**config.mk**
```make
export PLATFORM = sky130hd
export DESIGN_NAME = jas_planner_flat
export DESIGN_NICKNAME = d
export VERILOG_FILES = /design/src/rtl/jas_planner_if.sv /design/src/rtl/jas_planner.sv /design/src/flat_wrapper.sv
export SDC_FILE = /design/constraint.sdc
export NUM_CORES = 1
export LEC_CHECK = 0
export ABC_AREA = 0
export CORE_UTILIZATION = 55
export CTS_CLUSTER_DIAMETER = 200
export DETAILED_ROUTE_END_ITERATION = 8
export PLACE_DENSITY = 0.8
export REMOVE_ABC_BUFFERS = 1
export SLEW_MARGIN = 30
export SYNTH_ARGS = -nofsm -noshare
export SYNTH_HDL_FRONTEND = slang
export SYNTH_SLANG_ARGS = --single-unit
```
**constraint.sdc**
```tcl
create_clock -name clk -period 39.2 [get_ports clk]
set_clock_uncertainty 0.1 [all_clocks]
set_input_delay 7.84 -clock clk [delete_from_list [all_inputs] [get_ports clk]]
set_output_delay 7.84 -clock clk [all_outputs]
set_load 0.03 [all_outputs]
```
**src/rtl/jas_planner_if.sv**
```systemverilog
// jas_planner_if
//   Bundles the command-side and controller-side signals of one planner.
//   Parameter W : width of command fields and parameter words.
//   Modports:
//     slave  - the planner itself (accepts commands, drives params/start)
//     master - the command source / controller model facing the planner
//   Signals:
//     cmd_valid/cmd_ready, cmd_steps/cmd_t0/cmd_tna/cmd_delta : command push
//     abort      : stop current move and flush the buffer
//     params     : {N, nn, t0, tna, delta} to the step controller
//     start      : move enable, finish : controller move-complete flag
//     busy       : planner not idle, moves_done : completed-move counter
//
// Handshake: a command is transferred on a rising clk edge where
// cmd_valid & cmd_ready are both high. cmd_ready depends only on buffer
// state, never on cmd_valid; the source holds the cmd_* fields stable while
// cmd_valid is high and not yet accepted.
interface jas_planner_if #(
  parameter int W = 32
);
  logic         cmd_valid;
  logic         cmd_ready;
  logic [W-1:0] cmd_steps;
  logic [W-1:0] cmd_t0;
  logic [W-1:0] cmd_tna;
  logic [W-1:0] cmd_delta;
  logic         abort;
  logic [W-1:0] params [0:4];
  logic         start;
  logic         finish;
  logic         busy;
  logic [15:0]  moves_done;

  modport slave (
    input  cmd_valid, cmd_steps, cmd_t0, cmd_tna, cmd_delta, abort, finish,
    output cmd_ready, params, start, busy, moves_done
  );

  modport master (
    output cmd_valid, cmd_steps, cmd_t0, cmd_tna, cmd_delta, abort, finish,
    input  cmd_ready, params, start, busy, moves_done
  );
endinterface

```
**src/rtl/jas_planner.sv**
```systemverilog
// jas_planner
//   Move-command planner/sequencer for one axis of the jerk/acceleration/speed
//   step controller. Buffers raw move commands, sanitises them, computes the
//   acceleration step count nn = min(ceil((t0-tna)/delta), N>>1) by repeated
//   subtraction, then drives params/start and waits for finish.
//   Ports:
//     clk       : system clock, rising edge
//     reset     : asynchronous, active-high reset
//     bus       : jas_planner_if.slave (command push, abort, params, start,
//                 finish, busy, moves_done)
//     dbg_state : current FSM state (IDLE=0, CALC=1, LOAD=2, RUN=3, DONE=4)
//   Configuration macro JAS_PLANNER_FIFO4_EN:
//     defined   -> 4-entry command FIFO
//     undefined -> single-entry command buffer
module jas_planner #(
  parameter int W = 32
) (
  input  logic             clk,
  input  logic             reset,
  jas_planner_if.slave     bus,
  output logic [2:0]       dbg_state
);

  typedef enum logic [2:0] {
    S_IDLE = 3'd0,
    S_CALC = 3'd1,
    S_LOAD = 3'd2,
    S_RUN  = 3'd3,
    S_DONE = 3'd4
  } state_t;

  typedef struct packed {
    logic [W-1:0] steps;
    logic [W-1:0] t0;
    logic [W-1:0] tna;
    logic [W-1:0] delta;
  } cmd_t;

  state_t state, next_state;

  cmd_t cmd_in, head;
  logic empty, full, push, pop, flush;

  assign cmd_in = {bus.cmd_steps, bus.cmd_t0, bus.cmd_tna, bus.cmd_delta};

  // Abort beats everything: no push, no pop on the flush edge.
  assign flush = bus.abort;
  assign push  = bus.cmd_valid & bus.cmd_ready & ~flush;
  assign pop   = (state == S_IDLE) & ~empty & ~flush;
  assign bus.cmd_ready = ~full;

`ifdef JAS_PLANNER_FIFO4_EN
  cmd_t       mem [0:3];
  logic [1:0] wr_ptr, rd_ptr;
  logic [2:0] count;

  assign empty = (count == 3'd0);
  assign full  = (count == 3'd4);
  assign head  = mem[rd_ptr];

  always_ff @(posedge clk) begin
    if (push) mem[wr_ptr] <= cmd_in;
  end

  always_ff @(posedge clk or posedge reset) begin
    if (reset) begin
      wr_ptr <= '0;
      rd_ptr <= '0;
      count  <= '0;
    end else if (flush) begin
      wr_ptr <= '0;
      rd_ptr <= '0;
      count  <= '0;
    end else begin
      if (push) wr_ptr <= wr_ptr + 2'd1;
      if (pop)  rd_ptr <= rd_ptr + 2'd1;
      case ({push, pop})
        2'b10:   count <= count + 3'd1;
        2'b01:   count <= count - 3'd1;
        default: count <= count;
      endcase
    end
  end
`else
  cmd_t buf_q;
  logic buf_valid;

  assign empty = ~buf_valid;
  assign full  = buf_valid;
  assign head  = buf_q;

  // push needs an empty slot and pop needs a full one, so they never coincide.
  always_ff @(posedge clk or posedge reset) begin
    if (reset) begin
      buf_q     <= '0;
      buf_valid <= 1'b0;
    end else if (flush) begin
      buf_valid <= 1'b0;
    end else if (push) begin
      buf_q     <= cmd_in;
      buf_valid <= 1'b1;
    end else if (pop) begin
      buf_valid <= 1'b0;
    end
  end
`endif

  // Working registers for the move being planned.
  logic [W-1:0] n_r, t0_r, tna_r, delta_r, rem_r, cnt_r, cap_r;
  logic [W-1:0] tna_sane;
  logic         take_cmd, calc_done;

  assign tna_sane  = (head.tna > head.t0) ? head.t0 : head.tna;
  // A zero-step command is popped and silently dropped.
  assign take_cmd  = pop & (head.steps != '0);
  assign calc_done = (rem_r == '0) | (delta_r == '0) | (cnt_r == cap_r);

  always_ff @(posedge clk or posedge reset) begin
    if (reset) state <= S_IDLE;
    else       state <= next_state;
  end

  always_comb begin
    next_state = state;
    case (state)
      S_IDLE: if (take_cmd) next_state = S_CALC;
      S_CALC: if (calc_done) next_state = S_LOAD;
      S_LOAD: next_state = S_RUN;
      S_RUN:  if (bus.finish) next_state = S_DONE;
      S_DONE: next_state = S_IDLE;
      default: next_state = S_IDLE;
    endcase
    if (flush) next_state = S_IDLE;
  end

  always_ff @(posedge clk or posedge reset) begin
    if (reset) begin
      n_r     <= '0;
      t0_r    <= '0;
      tna_r   <= '0;
      delta_r <= '0;
      rem_r   <= '0;
      cnt_r   <= '0;
      cap_r   <= '0;
    end else if (take_cmd) begin
      n_r     <= head.steps;
      t0_r    <= head.t0;
      tna_r   <= tna_sane;
      delta_r <= head.delta;
      rem_r   <= head.t0 - tna_sane;
      cnt_r   <= '0;
      cap_r   <= head.steps >> 1;
    end else if (state == S_CALC && !calc_done) begin
      // Saturating subtract gives the ceiling without a divider.
      rem_r <= (rem_r > delta_r) ? rem_r - delta_r : '0;
      cnt_r <= cnt_r + 1'b1;
    end
  end

  always_ff @(posedge clk or posedge reset) begin
    if (reset) begin
      for (int i = 0; i < 5; i++) bus.params[i] <= '0;
      bus.start      <= 1'b0;
      bus.moves_done <= '0;
    end else if (flush) begin
      bus.start <= 1'b0;
    end else if (state == S_LOAD) begin
      bus.params[0] <= n_r;
      bus.params[1] <= cnt_r;
      bus.params[2] <= t0_r;
      bus.params[3] <= tna_r;
      bus.params[4] <= delta_r;
      bus.start     <= 1'b1;
    end else if (state == S_DONE) begin
      bus.start      <= 1'b0;
      bus.moves_done <= bus.moves_done + 16'd1;
    end
  end

  assign bus.busy  = (state != S_IDLE);
  assign dbg_state = state;

endmodule

```
**src/flat_wrapper.sv**
```systemverilog
// flat-port wrapper written by rule: the top's interface ports become plain ports
module jas_planner_flat 
#(
  parameter int W = 32
)
  (clk, reset, dbg_state, bus_cmd_valid, bus_cmd_steps, bus_cmd_t0, bus_cmd_tna, bus_cmd_delta, bus_abort, bus_finish, bus_cmd_ready, bus_params, bus_start, bus_busy, bus_moves_done);
  jas_planner_if #(.W(W)) bus_i ();
  input  logic clk;
  input  logic reset;
  output logic [2:0] dbg_state;
  input wire logic [$bits(bus_i.cmd_valid)-1:0] bus_cmd_valid;
  input wire logic [$bits(bus_i.cmd_steps)-1:0] bus_cmd_steps;
  input wire logic [$bits(bus_i.cmd_t0)-1:0] bus_cmd_t0;
  input wire logic [$bits(bus_i.cmd_tna)-1:0] bus_cmd_tna;
  input wire logic [$bits(bus_i.cmd_delta)-1:0] bus_cmd_delta;
  input wire logic [$bits(bus_i.abort)-1:0] bus_abort;
  input wire logic [$bits(bus_i.finish)-1:0] bus_finish;
  output wire logic [$bits(bus_i.cmd_ready)-1:0] bus_cmd_ready;
  output wire logic [$bits(bus_i.params)-1:0] bus_params;
  output wire logic [$bits(bus_i.start)-1:0] bus_start;
  output wire logic [$bits(bus_i.busy)-1:0] bus_busy;
  output wire logic [$bits(bus_i.moves_done)-1:0] bus_moves_done;
  assign bus_i.cmd_valid = bus_cmd_valid;
  assign bus_i.cmd_steps = bus_cmd_steps;
  assign bus_i.cmd_t0 = bus_cmd_t0;
  assign bus_i.cmd_tna = bus_cmd_tna;
  assign bus_i.cmd_delta = bus_cmd_delta;
  assign bus_i.abort = bus_abort;
  assign bus_i.finish = bus_finish;
  assign bus_cmd_ready = bus_i.cmd_ready;
  assign bus_params = {>>{bus_i.params}};
  assign bus_start = bus_i.start;
  assign bus_busy = bus_i.busy;
  assign bus_moves_done = bus_i.moves_done;
  jas_planner #(.W(W)) u_core (.clk(clk), .reset(reset), .bus(bus_i), .dbg_state(dbg_state));
endmodule
```
======== Word level (Yosys, flattened, before mapping) ========
Cells that the tools add are included.
storage, ports and cells
  register bits ........................... 532
  input bits .............................. 133
  output and inout bits ................... 182
  logic and storage cells ................. 75
cells by class
  add/subtract/negate cells ............... 4
  order comparisons ....................... 2
  eq/ne operators ......................... 8
  mux-type cells .......................... 17
  bitwise gates (word level) .............. 10
  reduce and logical (&&, ||, !) cells .... 14
operators by type and width
  operator                                                                count
  32-bit two-way mux                                                      6
  32-bit greater-than comparator                                          2
  32-bit zero test                                                        2
  32-bit subtractor                                                       2
  32-bit by 1-bit adder with 32-bit output (second input constant)        1
  32-bit by 31-bit equality test with 1-bit output                        1
  32-bit nonzero test                                                     1
  16-bit by 1-bit adder with 16-bit output (second input constant)        1
  3-bit two-way mux                                                       4
  3-bit one-hot mux with 4 select lines                                   1
  3-bit nonzero test                                                      3
  3-bit by 2-bit equality test with 1-bit output (second input constant)  2
  1-bit two-way mux                                                       6
  3-bit by 2-bit != test with 1-bit output (second input constant)        2
  3-bit AND reduction                                                     2
  1-bit AND                                                               5
  2-bit AND reduction                                                     2
  3-bit by 1-bit equality test with 1-bit output (second input constant)  1
  3-bit equality test (second input constant)                             1
  3-bit zero test                                                         1
  3-bit != test (second input constant)                                   1
  1-bit NOT                                                               3
  1-bit bitwise OR                                                        2
  2-bit nonzero test                                                      1
  other kinds (2)                                                         2

======== Longest topological paths before layout ========
Gate-level depths: netlist of the first run.
  word-level depth ........................ 7
  depth in mapped cells ................... 25
  depth with buffers taken out ............ 22

======== Worst setup path before layout of the first run ========
Ideal clock, no wire load.
  kind .................................... input-to-reg
  from .................................... in bus_abort
  to ...................................... reg u_core.buf_q[102] (netlist bit)
  setup time .............................. 125 ps
  arrival ................................. 9414 ps
  data required time ...................... 38975 ps
  path slack .............................. 29561 ps
  cell stages on the path ................. 5
  buffers on the path ..................... 3
  path through ............................ clkbuf_1 nor3b_1 clkbuf_1 buf_1 mux2_2
on the way
  cells in the longest elaborated chain, start to end .. 3
RTL lines
  item                                      line                source
  start: declaration                        flat_wrapper.sv:16  input wire logic [$bits(bus_i.abort)-1:0] bus_abort;
  1-bit NOT (no source line) (*)            -
  1-bit AND                                 jas_planner.sv:48   assign push = bus.cmd_valid & bus.cmd_ready & ~flush;
  2-bit AND reduction (no source line) (*)  -
  end signal: assignment                    jas_planner.sv:100  buf_q <= cmd_in;
  end: declaration                          jas_planner.sv:85   cmd_t buf_q;
Mark *: on every way between the ends. The rest lies on a longest branch, timed or not.
A chain may end at the register's enable or synchronous reset.

======== Worst setup path after layout of the first run ========
  from .................................... in bus_abort
  to ...................................... reg u_core.rem_r[18]
on the way
  cells in the longest elaborated chain, start to end .. 4
  elaborated cells between the ends (all ways) .. 5
  classes of those cells .................. mux (1); bitwise (3); reduce/logical (1)
RTL lines
  item                                                      line                source
  1-bit NOT (no source line) (*)                            -
  1-bit AND (*)                                             jas_planner.sv:49   assign pop = (state == S_IDLE) & ~empty & ~flush;
  1-bit AND (*)                                             jas_planner.sv:115  assign take_cmd = pop & (head.steps != '0);
  32-bit two-way mux or 2-bit nonzero test (tied branches)  -
  end signal: assignment                                    jas_planner.sv:150  rem_r <= head.t0 - tna_sane;
  end signal: assignment                                    jas_planner.sv:155  rem_r <= (rem_r > delta_r) ? rem_r - delta_r : '0;
  end: declaration                                          jas_planner.sv:109  logic [W-1:0] n_r, t0_r, tna_r, delta_r, rem_r, cnt_r, cap_r;
Marked as above.

==> results, run 1 <==
- Per report_power, the combinational group accounts for ~45% of the total.
- The commonest cells after synthesis are 501 x dfrtp_1, 324 x nand2_1, 251 x mux2_2, 195 x o21ai_0, 127 x nor2_1.
- The multiplexer share of the synthesized area is about an eighth.
- By area, the combinational part of the netlist is dominated by multiplexers.
- The path category of the worst min-delay check is flip-flop to flip-flop.
- After clock tree synthesis, the clock-pin slew on the worst setup and hold paths is approximately 0.060 ns.
- For this configuration, the core starts out at a cell density of a little under three fifths.
- Along the worst path, the maximum fanout reaches 74.
- The non-filler instance count after layout is 3178.
- The via count of the first global-routing pass was around 18000.
- At the end of routability-driven placement, the weighted congestion stood at 0.891.
- The synthesized netlist occupies a cell area of about 24000 um^2.
- By area the synthesized netlist is led by dfrtp_1 52%, mux2_2 12%, nand2_1 5.1%.
- For the pin with the worst max-slew slack, the measured transition is between 1 and 1.5 ns.
- In this run the tightest slew margin relative to its limit is between 30% and 40%.
- The die covers around 44000 um^2.
- The fraction of final layout cells with drive strength greater than 1 is roughly 15%.
- The number of placed cells counting well taps is 3083.
- The proportion of netlist area held by the largest area contributor is 52.4%.
- Setup violations remaining at the end of the flow were counted as 0.
- The width of the die is 211 um.
- The number of synthesized flops with an enable pin is 0.
- Summing all non-filler instances in the final layout gives an area of 29500 um^2.
- Across the VDD grid, the largest voltage drop is approximately 0.000042 V.
- The smallest clock period supported by the final layout is computed as roughly 10 ns.
- The critical path start-end classification is input pin to flip-flop.
- The detail-routed net length per standard cell is 19.5 um.
- Of the total synthesized cell area, the portion taken by full adders, half adders and majority gates is ~5%.
- STA classifies the critical path endpoint as a flip-flop.
- The xor-xnor portion of the synthesized cell area is under 10%.
- The count of nets left with antenna violations once routing finished came out at 0.
- The arrival time of data at the critical path endpoint is ~11 ns.
- The final sum of negative setup slack is 0 ns.
- The placed wire-length estimate after detailed placement is ~43000 um.
- The core region is 43000 um^2.
- The initial antenna violation count was 2.
- In this run the vertical extent of the chip is 211 um.
- Counting distinct cell types in the post-synthesis netlist gives 70.
- The number of standard cells after synthesis is between 2000 and 2500.
- The number of buffer cells added on primary ports is 314.
- After detailed placement, the total cell area comes to between 20000 and 30000 um^2.
- The maximum clock insertion buffer count is 3.
- The most used flip-flop cell after synthesis is dfrtp_1.
- The compound-cell area share of the yosys netlist is roughly 11%.
- The share of power burned in registers is ~34%.
- Yosys instantiated no cell more often than dfrtp_1.
- The leakage power figure is between 10 and 15 nW.
- Setup repair after global routing left no endpoint under its margin.
- The post-layout net count is around 2800.
- The number of placement rows is 76.
- For this run, design rule violations remaining after detail routing come to 0.
- The clock share of power is between 20% and 30%.
- Internal power comes to approximately 0.0015 W.
- The achievable frequency is between 90 and 100 MHz.
- The clock insertion delay at the later pin of the skew report is roughly 0.6 ns.
- For this run, the register share of the synthesized area comes to between 50 and 60%.
- In the routed layout, each cell is associated on average with a via count of approximately 5.7.
- Clock tree synthesis selected as its root buffer the cell clkbuf_16.
- Hold timing on the final database bottoms out at a slack of about 0.37 ns.
- The total of warnings raised by yosys is 0.
- The count of hold-fix buffers inserted at cts is 0.
- TritonCTS built the clock tree.
- Summed over all instances, the cell type with the most area after synthesis is dfrtp_1.
- The number of pins with negative max-slew slack in the final report is 0.
- The first global-routing pass estimated a little under 100000 um of wire.
- Each instance of the synthesized netlist takes up on average 10.6 um^2.
- The area added between synthesis and finish is 23.3%.
- The post-synthesis async set-or-reset flop share is between 90% and 100%.
- The type of element launching the critical path is an input pin.
- Power comes to 0.00250 W.
- The maximum number of pins on one net before global-route repair is ~170.
- Across every metal layer, demand over resource in global routing totals between 20% and 30%.
- The number of buffers created by CTS is 50.
- The number of buffers inserted by post-CTS setup repair is 0.
- The total via count in the routed design is about 18000.
- The number of top-level design ports is 315.
- The simple logic cell fraction of the synthesized area is around an eighth.
- The post-detailed-routing wire length is ~62000 um.
- The analysis attributes to net switching a power of approximately 0.0010 W.
- The run finished with clean final reports.
- The number of hold violations in the final report is 0.
- The H-tree was split into 2 levels.
- The first-iteration detailed-routing DRC count is between 1500 and 2000.
- Synthesis inferred between 500 and 600 register bits.
- The final period utilization is between 20% and 30%.
- The switching part of the total power is 40.4%.
- At the worst endpoint, the required time is slightly below 40 ns.
- The tree built by TritonCTS fans out to roughly 500 sinks.
- For this design the ratio of total power to cell area is between 80 and 90 nW/um^2.
- Max-cap violations in this run came to 0.
- The number of gates resized after cts is 0.
- The first-pass iteration count of the detailed router is 5.
- For this run the aggregate overflow at the end of global routing stands at 0.
[state kept, by name (all words and copies together) (netlist names)]
| name | flops |
|---|---|
| u_core.bus.moves_done | 16 |
| u_core.delta_r | 32 |
| u_core.bus.params | 160 |
| u_core.t0_r | 32 |
| u_core.tna_r | 32 |
| u_core.n_r | 32 |
| u_core.dbg_state | 3 |
| u_core.bus.start | 1 |
| u_core.buf_q | 128 |
| u_core.cnt_r | 32 |
| u_core.buf_valid | 1 |
| u_core.rem_r | 32 |
[cell usage in the layout, fill, tap and decap left out, types with 13 or more instances in the layout]
| cell | instances |
|---|---|
| dfrtp_1 | 501 |
| nand2_1 | 324 |
| clkdlybuf4s50_1 | 314 |
| mux2_2 | 251 |
| o21ai_0 | 194 |
| nor2_1 | 125 |
| a21oi_1 | 118 |
| inv_1 | 97 |
| ha_1 | 86 |
| xor2_1 | 73 |
| xnor2_1 | 55 |
| clkbuf_16 | 53 |
| nor4_1 | 37 |
| nand4_1 | 32 |
| nand3_1 | 32 |
| nor3_1 | 22 |
| nand2b_1 | 16 |
| a21o_1 | 16 |
| a31oi_1 | 16 |
| buf_4 | 13 |
[final cells by class]
| cell class | count | area (um^2) |
|---|---|---|
| flip-flops and latches | 501 | 12500 |
| clock buffers | 69 | 1480 |
| repair buffers | 334 | 3370 |
| multi-input cells | 1565 | 10700 |
| well taps | 585 | 732 |
| diodes | 1 | 2.50 |
| inverters | 99 | 379 |
| fillers | 3190 | 13500 |
| clock inverters | 24 | 309 |
[worst max-delay path: stages]
cell             delay (ns)
clkdlybuf4s50_1        0.56
nand2b_1               0.27
nor3_2                 0.15
buf_4                  0.63
a21oi_1                0.13
o21ai_0                0.14
buf_4                  0.24
nor2_1                 0.18
a221oi_1               0.32
o41ai_1                0.13
[kinds of logic after synthesis]
| group | after synthesis |
|---|---|
| AND/OR/NAND/NOR | 642 |
| flip-flops | 501 |
| AO/OA/AOI/OAI | 447 |
| multiplexers | 253 |
| buffers and inverters | 195 |
| XOR/XNOR | 128 |
| adder cells (fa/ha/maj) | 95 |
[stage by stage]
stage / worst slack (ns) / util (%)
2_1_floorplan: 17.27 / -
3_3_place_gp: 28.22 / 64.3
5_1_grt: 28.73 / 68.6
4_1_cts: 28.93 / 68.6
6_report: 28.88 / 68.6
3_5_place_dp: 28.32 / 64.4
[power by group through the flow]
stage	registers (W)	logic, W	clock network (W)
global route	0.000874	0.00122	0.000544
global placement	0.000851	0.00109	0
floorplan	0.000954	0.000623	0
CTS	0.000851	0.00112	0.000523
detailed placement	0.000857	0.00111	0
finish	0.000855	0.00112	0.000516
[layer usage]
metal | wire length [um] | global-route usage (%)
met1 | 26900 | 38.5
met2 | 30000 | 45.9
met3 | 3270 | 4.08
met4 | 1740 | 9.52
met5 | 13 | 0
[final timing paths]
kind	from	endpoint	slack [ns]	cells past startpoint
max reg2reg	u_core.buf_q[73]$_DFFE_PP0P_	u_core.rem_r[31]$_DFFE_PP0P_	32.99	18
min in group asynchronous	reset	u_core.buf_q[102]$_DFFE_PP0P_	7.71	2
min	u_core.buf_q[23]$_DFFE_PP0P_	u_core.delta_r[23]$_DFFE_PP0P_	0.37	2
min reg2reg	u_core.buf_q[23]$_DFFE_PP0P_	u_core.delta_r[23]$_DFFE_PP0P_	0.37	2
max in group asynchronous	reset	u_core.delta_r[11]$_DFFE_PP0P_	29.25	5
max	bus_abort	u_core.rem_r[18]$_DFFE_PP0P_	28.88	10
Note: power is estimated with default switching activity, not from simulation.
==> inputs of run 2 (changes only) <==
==> constraint.sdc (replaced) <==
create_clock -name clk -period 10.4 [get_ports clk]
set_clock_uncertainty 0.1 [all_clocks]
set_input_delay 2.08 -clock clk [delete_from_list [all_inputs] [get_ports clk]]
set_output_delay 2.08 -clock clk [all_outputs]
set_load 0.03 [all_outputs]
==> run 2 against run 1 <==
Sequential cell count unchanged; sequential power grew to 3.8 times the previous value; worst hold slack about the same; combinational power increased to 3.8 times the previous value; critical path type is now flip-flop to flip-flop; critical endpoint is now u_core.rem_r[31]$_DFFE_PP0P_; power increased to 3.8 times the previous value; first-iteration DRC count is 14% lower; routed wire length is 0.15% higher; worst setup slack worse by 24 ns; die area unchanged.
==> results, run 2 (synthesized netlist as in run 1, its figures left out) <==
- The destination of the worst register-to-register timing path is u_core.rem_r[31]$_DFFE_PP0P_ (unchanged).
- The most frequent standard cell in the layout excluding fill and tap cells is dfrtp_1 (unchanged).
- Derived from the worst setup path, the maximum achievable clock frequency is about 170 MHz.
- The count of hold-fix buffers inserted at cts was 0 (unchanged).
- The top cell family by delay on the critical path is compound AO/OA/AOI/OAI gates (was buffers and inverters).
- The number of gates resized after cts is 0 (unchanged).
- The destination of the worst hold path is u_core.delta_r[0]$_DFFE_PP0P_ (was u_core.delta_r[23]$_DFFE_PP0P_).
- The endpoint required time on the critical path is 10.78 ns (was 39.56 ns).
- The worst slew slack as a fraction of its limit is 35.5% (was 32.1%).
- The root buffer cell is clkbuf_16 (unchanged).
- Status: finished, final reports clean (unchanged).
- The first-iteration detailed-routing DRC count is 1297 (was 1504).
- The clock insertion delay at the later pin of the skew report is 0.60 ns (about the same).
- The total of endpoints with negative setup slack in the final report is 0 (unchanged).
- The portion of total power attributed to combinational logic was 44.9% (was 45.1%).
- The highest net fanout along the worst path is 15 (was 74).
- The number of pins with negative max-slew slack in the final report was 0 (unchanged).
- Cell breakdown of the critical path: inv_1 -> ha_1 -> nand4_1 -> nor4_1 -> a211oi_1 -> a32oi_1 -> o21ai_4 -> nor2_1 -> a21oi_1 -> ha_1 -> o21ai_0 -> a21oi_1 -> or4_1 -> a41o_1 -> a31oi_1 -> mux2i_1 -> o31ai_4 -> o21ai_2 -> a21oi_2 -> xnor2_1 -> a221o_1 (was clkdlybuf4s50_1 -> nand2b_1 -> nor3_2 -> buf_4 -> a21oi_1 -> o21ai_0 -> buf_4 -> nor2_1 -> a221oi_1 -> o41ai_1).
- The TritonCTS clock tree is built (unchanged).
- The startpoint of the lowest-slack hold path is u_core.buf_q[0]$_DFFE_PP0P_ (was u_core.buf_q[23]$_DFFE_PP0P_).
- The number of antenna diodes is 0 (was 1).
- The post-route antenna net violation count came to 0 (unchanged).
- The type of element launching the critical path is a flip-flop (was input pin).
- The power per standard cell area was 319 nW/um^2 (was 84.6 nW/um^2).
- The initial core utilization came to 55.7% (unchanged).
- The post-layout net count was 2774 (was 2772).
- The shortest period the worst path allows is between 5 and 6 ns.
- The worst reg-to-reg setup slack is 4.41 ns (was 32.99 ns).
- The remaining design rule violation count is 0 (unchanged).
- The share of power burned in registers is 34.1% (was 34.2%).
- The vertical extent of the die is 211 um (unchanged).
- The initial antenna violation count was 1 (was 2).
- The maximum clock insertion buffer count is 3 (unchanged).
- The via count of the first global-routing pass is 18300 (was 18400).
- The sequential cell area is 12500 um^2 (unchanged).
- The placed wire-length estimate after detailed placement was 43400 um (was 43300 um).
- The clock transition at the registers of the reported paths came to 0.07 ns (was 0.06 ns).
- The first-pass GRT wire length came to 98400 um (was 98700 um).
- The switching part of the total power is 40.3% (was 40.4%).
- The type of destination of the critical path is a flip-flop (unchanged).
- The top register by number of flip-flops is u_core.bus.params (unchanged).
- The cell with the biggest individual delay on the critical path is nor4_1 (was buf_4).
- The number of buffers created by CTS is 52 (was 50).
- The buffering stage count on the worst path with inverters included came to 1 (was 3).
- The arrival time of data at the critical path endpoint came to 6.37 ns (was 10.68 ns).
- The area of the multi-input gates is 10700 um^2 (about the same).
- The number of hold violations in the final report was 0 (unchanged).
- The fraction of final layout cells with drive strength greater than 1 was 14.8% (was 14.7%).
- The number of cells on the worst reg-to-reg path is 21 (was 18).
- The biggest cell delay along the critical path is 0.75 ns (was 0.63 ns).
- The number of buffers inserted by post-CTS setup repair came to 0 (unchanged).
- The number of vias per cell after detailed routing is 5.75 (was 5.72).
- The area added between synthesis and finish is 23.6% (was 23.3%).
- The critical path start-end classification is flip-flop to flip-flop (was input pin to flip-flop).
- The number of levels the H-tree was split into is 2 (unchanged).
- Unrepaired setup endpoints after global routing: no (unchanged).
- The placeable core region is 43000 um^2 (unchanged).
- The overall die area is 44400 um^2 (unchanged).
- Registers with the most flip-flops: u_core.bus.params: 160 flops, u_core.buf_q: 128 flops (unchanged).
- The startpoint of the most critical register-to-register path is u_core.buf_q[95]$_DFFE_PP0P_ (was u_core.buf_q[73]$_DFFE_PP0P_).
- The post-route worst hold slack is 0.370 ns (was 0.371 ns).
- The final sum of negative setup slack was 0 ns (unchanged).
- The peak ir drop on the vdd network is 0.000171 V (was 0.0000424 V).
- The total internal power is 0.00563 W (was 0.00149 W).
- The filler cell count in the final layout is 3146 (was 3190).
- The detail-routed net length per standard cell is 19.5 um (about the same).
- The global placer's final weighted congestion is 0.929 (was 0.891).
- The max-capacitance violation count is 0 (unchanged).
- The net load switching power is 0.00379 W (was 0.00101 W).
- The number of clock sinks was 501 (unchanged).
- Most used cells in the layout excluding fill and tap cells: 501 x dfrtp_1, 324 x nand2_1, 314 x clkdlybuf4s50_1 (unchanged).
- The number of buffer cells added on primary ports was 314 (unchanged).
- The width of the die is 211 um (unchanged).
- The post-detailed-routing wire length is 62100 um (was 62000 um).
- The number of placement rows is 76 (unchanged).
- The maximum number of pins on one net before global-route repair was 172 (was 169).
- The path category of the worst min-delay check is flip-flop to flip-flop (unchanged).
- The actual transition at the worst max-transition pin was 0.968 ns (was 1.01 ns).
- The final period utilization is 57.6%.
- The number of flip-flops in the largest register was 160 (unchanged).
- The first-pass iteration count of the detailed router was 5 (unchanged).
- The leakage power figure was 13.2 nW (about the same).
- The count of cells along the worst hold path is 2 (unchanged).
- The clock share of power is 21.0% (was 20.7%).
- The leftover overflow at the end of global routing is 0 (unchanged).
- The number of top-level design ports is 315 (unchanged).
- The total routing usage reported by global routing was 28.0% (was 28.1%).
- The total via count in the routed design was 18300 (was 18200).
run 2: worst max path at each step:
stage	endpoint	cells after the start	from
after floorplan	u_core.buf_q[0]$_DFFE_PP0P_	1	reset
after global placement	u_core.rem_r[31]$_DFFE_PP0P_	21	u_core.buf_q[95]$_DFFE_PP0P_
after detailed placement	u_core.rem_r[31]$_DFFE_PP0P_	21	u_core.buf_q[95]$_DFFE_PP0P_
after CTS	u_core.rem_r[31]$_DFFE_PP0P_	21	u_core.buf_q[95]$_DFFE_PP0P_
after global routing	u_core.rem_r[31]$_DFFE_PP0P_	21	u_core.buf_q[95]$_DFFE_PP0P_
final	u_core.rem_r[31]$_DFFE_PP0P_	21	u_core.buf_q[95]$_DFFE_PP0P_
run 2: cell type report:
type | instances | share of cell area (%)
well taps | 585 | 2.47
multi-input cells | 1565 | 36.2
clock inverters | 21 | 0.977
repair buffers | 334 | 11.4
inverters | 99 | 1.28
flip-flops and latches | 501 | 42.4
clock buffers | 76 | 5.28
run 2: power groups by stage:
stage          registers, W  clock network (W)  logic (W)
2_1_floorplan       0.00359                  0    0.00235
3_3_place_gp        0.00319                  0    0.00406
3_5_place_dp        0.00322                  0    0.00415
4_1_cts             0.00320            0.00201    0.00419
5_1_grt             0.00329            0.00209    0.00458
6_report            0.00321            0.00198    0.00423
run 2: worst register-to-register path, delay by kind of cell (launching register included):
kind	cells	cell delay [ns]
muxes	1	0.15
xor gates and xnor gates	1	0.08
and+or+nand+nor	4	1.63
adders and majority gates	2	0.69
AOI/OAI and AO/OA	12	2.74
DFF	1	0.39
buffers and inverters	1	0.08
run 2: through the flow:
step           instances  setup slack [ns]  area (um^2)  util, %  power (W)
6_report            3181              4.41        29600     68.8    0.00942
5_1_grt             3181              4.07        29600     68.8    0.00996
4_1_cts             3178              4.39        29500     68.6    0.00941
3_5_place_dp        3081              4.39        27600     64.3    0.00737
3_3_place_gp        3081              4.57        27600     64.3    0.00725
2_1_floorplan       2165             -5.77        23600        -    0.00594
run 2: metal layers:
| layer | routed length (um) | vias to the layer above | global-route usage [%] |
|---|---|---|---|
| met5 | 16 | - | 0 |
| met4 | 1920 | 2 | 10.3 |
| met3 | 3370 | 119 | 3.55 |
| met2 | 29900 | 630 | 46.0 |
| met1 | 26900 | 9037 | 38.4 |
| li1 | - | 8493 | - |
==> inputs of run 3 (changes only) <==
==> constraint.sdc (replaced) <==
create_clock -name clk -period 6 [get_ports clk]
set_clock_uncertainty 0.1 [all_clocks]
set_input_delay 1.2 -clock clk [delete_from_list [all_inputs] [get_ports clk]]
set_output_delay 1.2 -clock clk [all_outputs]
set_load 0.03 [all_outputs]
==> run 3 against run 2 <==
Critical path depth stayed put; fmax rose by 7.0%; sequential share of layout area shrank 0.073 points; highest routed layer is now met4; largest cell class unchanged.
==> results, run 3 (synthesized netlist as in run 1, its figures left out) <==
- Status: finished, final reports clean (unchanged).
- The final period utilization is 93.4% (was 57.6%).
- The leakage power figure was 13.2 nW (about the same).
- The startpoint of the most critical register-to-register path is u_core.buf_q[73]$_DFFE_PP0P_ (was u_core.buf_q[95]$_DFFE_PP0P_).
- The placed wire-length estimate after detailed placement is 43600 um (was 43400 um).
- The shortest period the worst path allows is 5.60 ns (was 5.99 ns).
- The number of top-level design ports is 315 (unchanged).
- The vertical extent of the die is 211 um (unchanged).
- The type of destination of the critical path is a flip-flop (unchanged).
- The actual transition at the worst max-transition pin was 0.991 ns (was 0.968 ns).
- The critical path start-end classification is flip-flop to flip-flop (unchanged).
- The total of endpoints with negative setup slack in the final report is 0 (unchanged).
- The maximum clock insertion buffer count is 3 (unchanged).
- The max-capacitance violation count is 0 (unchanged).
- The destination of the worst register-to-register timing path was u_core.rem_r[31]$_DFFE_PP0P_ (unchanged).
- The logic depth of the worst setup path including buffers came to 21 (unchanged).
- The number of hold violations in the final report was 0 (unchanged).
- Unrepaired setup endpoints after global routing: no (unchanged).
- The end-of-flow core utilization is 68.9% (was 68.8%).
- Most used cells in the layout excluding fill and tap cells: 501 x dfrtp_1, 324 x nand2_1, 314 x clkdlybuf4s50_1 (unchanged).
- The count of cells along the worst hold path is 2 (unchanged).
- The root buffer cell is clkbuf_16 (unchanged).
- The TritonCTS clock tree was built (unchanged).
- The path category of the worst min-delay check was flip-flop to flip-flop (unchanged).
- Cell breakdown of the critical path: inv_1 -> ha_1 -> nand4_1 -> nor4_1 -> a21boi_0 -> or4b_1 -> o21ai_4 -> nor2_1 -> a21oi_1 -> ha_1 -> o21ai_0 -> a21oi_1 -> or4_1 -> a41o_1 -> a31oi_1 -> mux2i_1 -> o31ai_4 -> o21ai_2 -> a21oi_2 -> xnor2_1 -> a221o_1 (was inv_1 -> ha_1 -> nand4_1 -> nor4_1 -> a211oi_1 -> a32oi_1 -> o21ai_4 -> nor2_1 -> a21oi_1 -> ha_1 -> o21ai_0 -> a21oi_1 -> or4_1 -> a41o_1 -> a31oi_1 -> mux2i_1 -> o31ai_4 -> o21ai_2 -> a21oi_2 -> xnor2_1 -> a221o_1).
- The number of placement rows was 76 (unchanged).
- The number of levels the H-tree was split into is 2 (unchanged).
- The post-layout net count was 2777 (was 2774).
- The cell with the biggest individual delay on the critical path is or4b_1 (was nor4_1).
- The number of pins with negative max-slew slack in the final report was 0 (unchanged).
- The number of cells on the worst reg-to-reg path is 21 (unchanged).
- The number of vias per cell after detailed routing is 5.71 (was 5.75).
- The number of buffers created by CTS was 53 (was 52).
- The number of placed cells counting well taps is 3084 (was 3081).
- The number of buffer cells added on primary ports is 314 (unchanged).
- The first-pass GRT wire length is 99800 um (was 98400 um).
- The endpoint required time on the critical path is 6.38 ns (was 10.78 ns).
- The post-route antenna net violation count is 0 (unchanged).
- The total via count in the routed design came to 18200 (was 18300).
- The total routing usage reported by global routing is 28.3% (was 28.0%).
- Registers with the most flip-flops: u_core.bus.params: 160 flops, u_core.buf_q: 128 flops (unchanged).
- The startpoint of the lowest-slack hold path is u_core.buf_q[3]$_DFFE_PP0P_ (was u_core.buf_q[0]$_DFFE_PP0P_).
- The placeable core region was 43000 um^2 (unchanged).
- The number of flip-flops in the largest register is 160 (unchanged).
- The highest net fanout along the worst path is 10 (was 15).
- The filler cell count in the final layout is 3159 (was 3146).
- The first-pass iteration count of the detailed router was 5 (unchanged).
- The clock transition at the registers of the reported paths came to 0.06 ns (was 0.07 ns).
- The non-filler instance count after layout is 3184 (was 3181).
- The destination of the worst hold path is u_core.delta_r[3]$_DFFE_PP0P_ (was u_core.delta_r[0]$_DFFE_PP0P_).
- The top register by number of flip-flops is u_core.bus.params (unchanged).
- The type of element launching the critical path is a flip-flop (unchanged).
- The worst reg-to-reg setup slack is 0.40 ns (was 4.41 ns).
- The buffering stage count on the worst path with inverters included is 1 (unchanged).
- The remaining design rule violation count is 0 (unchanged).
- The maximum number of pins on one net before global-route repair is 165 (was 172).
- The number of gates resized after cts is 0 (unchanged).
- The arrival time of data at the critical path endpoint is 5.98 ns (was 6.37 ns).
- The power per standard cell area was 554 nW/um^2 (was 319 nW/um^2).
- The sequential cell area is 12500 um^2 (unchanged).
- The worst slew slack as a fraction of its limit was 34.0% (was 35.5%).
- The number of clock sinks is 501 (unchanged).
- The top cell family by delay on the critical path was compound AO/OA/AOI/OAI gates (unchanged).
- The area added between synthesis and finish was 23.8% (was 23.6%).
- The first-iteration detailed-routing DRC count is 1361 (was 1297).
- The detail-routed net length per standard cell came to 19.5 um (about the same).
- The area of the multi-input gates is 10700 um^2 (unchanged).
- The width of the die came to 211 um (unchanged).
- The most frequent standard cell in the layout excluding fill and tap cells was dfrtp_1 (unchanged).
- The leftover overflow at the end of global routing is 0 (unchanged).
- The via count of the first global-routing pass was 18500 (was 18300).
- The initial antenna violation count is 0 (was 1).
- The initial core utilization is 55.7% (unchanged).
- The achievable frequency is 178 MHz (was 167 MHz).
- The biggest cell delay along the critical path was 0.61 ns (was 0.75 ns).
- The peak ir drop on the vdd network is 0.000334 V (was 0.000171 V).
- The global placer's final weighted congestion is 0.941 (was 0.929).
- The clock insertion delay at the later pin of the skew report came to 0.61 ns (was 0.60 ns).
- The fraction of final layout cells with drive strength greater than 1 is 15.0% (was 14.8%).
- The beginning of the critical path is u_core.buf_q[73]$_DFFE_PP0P_ (was u_core.buf_q[95]$_DFFE_PP0P_).
- The number of antenna diodes came to 0 (unchanged).
- The post-detailed-routing wire length is 62100 um (about the same).
- The overall die area is 44400 um^2 (unchanged).
run 3: cell count changes in the layout (fill, tap and decap cells not counted), sizes merged:
cell and delta:
bufinv -1, clkinvlp -4, buf +2, clkinv +3
inv +1, clkbuf +2
run 3: worst max-delay path by stage:
| stage | slack, ns | endpoint |
|---|---|---|
| 2_1_floorplan | -9.29 | u_core.buf_q[0]$_DFFE_PP0P_ |
| 3_5_place_dp | 0.37 | u_core.rem_r[31]$_DFFE_PP0P_ |
| 4_1_cts | 0.36 | u_core.rem_r[31]$_DFFE_PP0P_ |
| 5_1_grt | 0.04 | u_core.rem_r[31]$_DFFE_PP0P_ |
| 3_3_place_gp | 0.53 | u_core.rem_r[31]$_DFFE_PP0P_ |
| 6_report | 0.40 | u_core.rem_r[31]$_DFFE_PP0P_ |
run 3: report_power, final:
| part | switching, W | internal, W | total (W) | leakage, nW |
|---|---|---|---|---|
| Sequential | 0.000976 | 0.00458 | 0.00556 | 6.33 |
| Combinational | 0.00424 | 0.00312 | 0.00736 | 5.97 |
| Clock | 0.00138 | 0.00212 | 0.00351 | 0.931 |
| Total | 0.00660 | 0.00982 | 0.0164 | 13.2 |
run 3: layout make-up:
cell class	count	share of cell area, %
Multi-Input combinational cell	1565	36.1
Clock buffer	78	5.58
Inverter	99	1.28
Clock inverter	20	0.840
Timing Repair Buffer	336	11.4
Sequential cell	501	42.3
Tap cell	585	2.47
run 3: metrics by stage:
step / setup slack, ns / hold WS (ns) / total power (W) / setup TNS, ns / cell area (um^2)
after detailed placement: 0.375 / 0.353 / 0.0128 / 0 / 27700
after global routing: 0.0430 / 0.399 / 0.0174 / 0 / 29600
after global placement: 0.528 / 0.354 / 0.0126 / 0 / 27700
after floorplan: -9.29 / 0.335 / 0.0103 / -6553.28 / 23600
after CTS: 0.359 / 0.380 / 0.0164 / 0 / 29600
final: 0.396 / 0.378 / 0.0164 / 0 / 29600
run 3: metal layers:
metal / vias to the layer above / track usage (%) / routed length, um
met5: - / 0 / 0
li1: 8489 / - / -
met3: 102 / 3.72 / 3260
met2: 584 / 46.7 / 30000
met4: 0 / 8.47 / 1470
met1: 8994 / 39.2 / 27400
run 3: worst min-delay path, stage by stage, from the launching register on:
cell	delay, ns
dfrtp_1	0.34
nand2_1	0.04
o21ai_0	0.06
run 3: what timing repair did:
item	in CTS	in global routing
endpoints found under the setup margin	0	2
buffers inserted	0	2
endpoints found under the hold margin	0	0
hold buffers	0	0
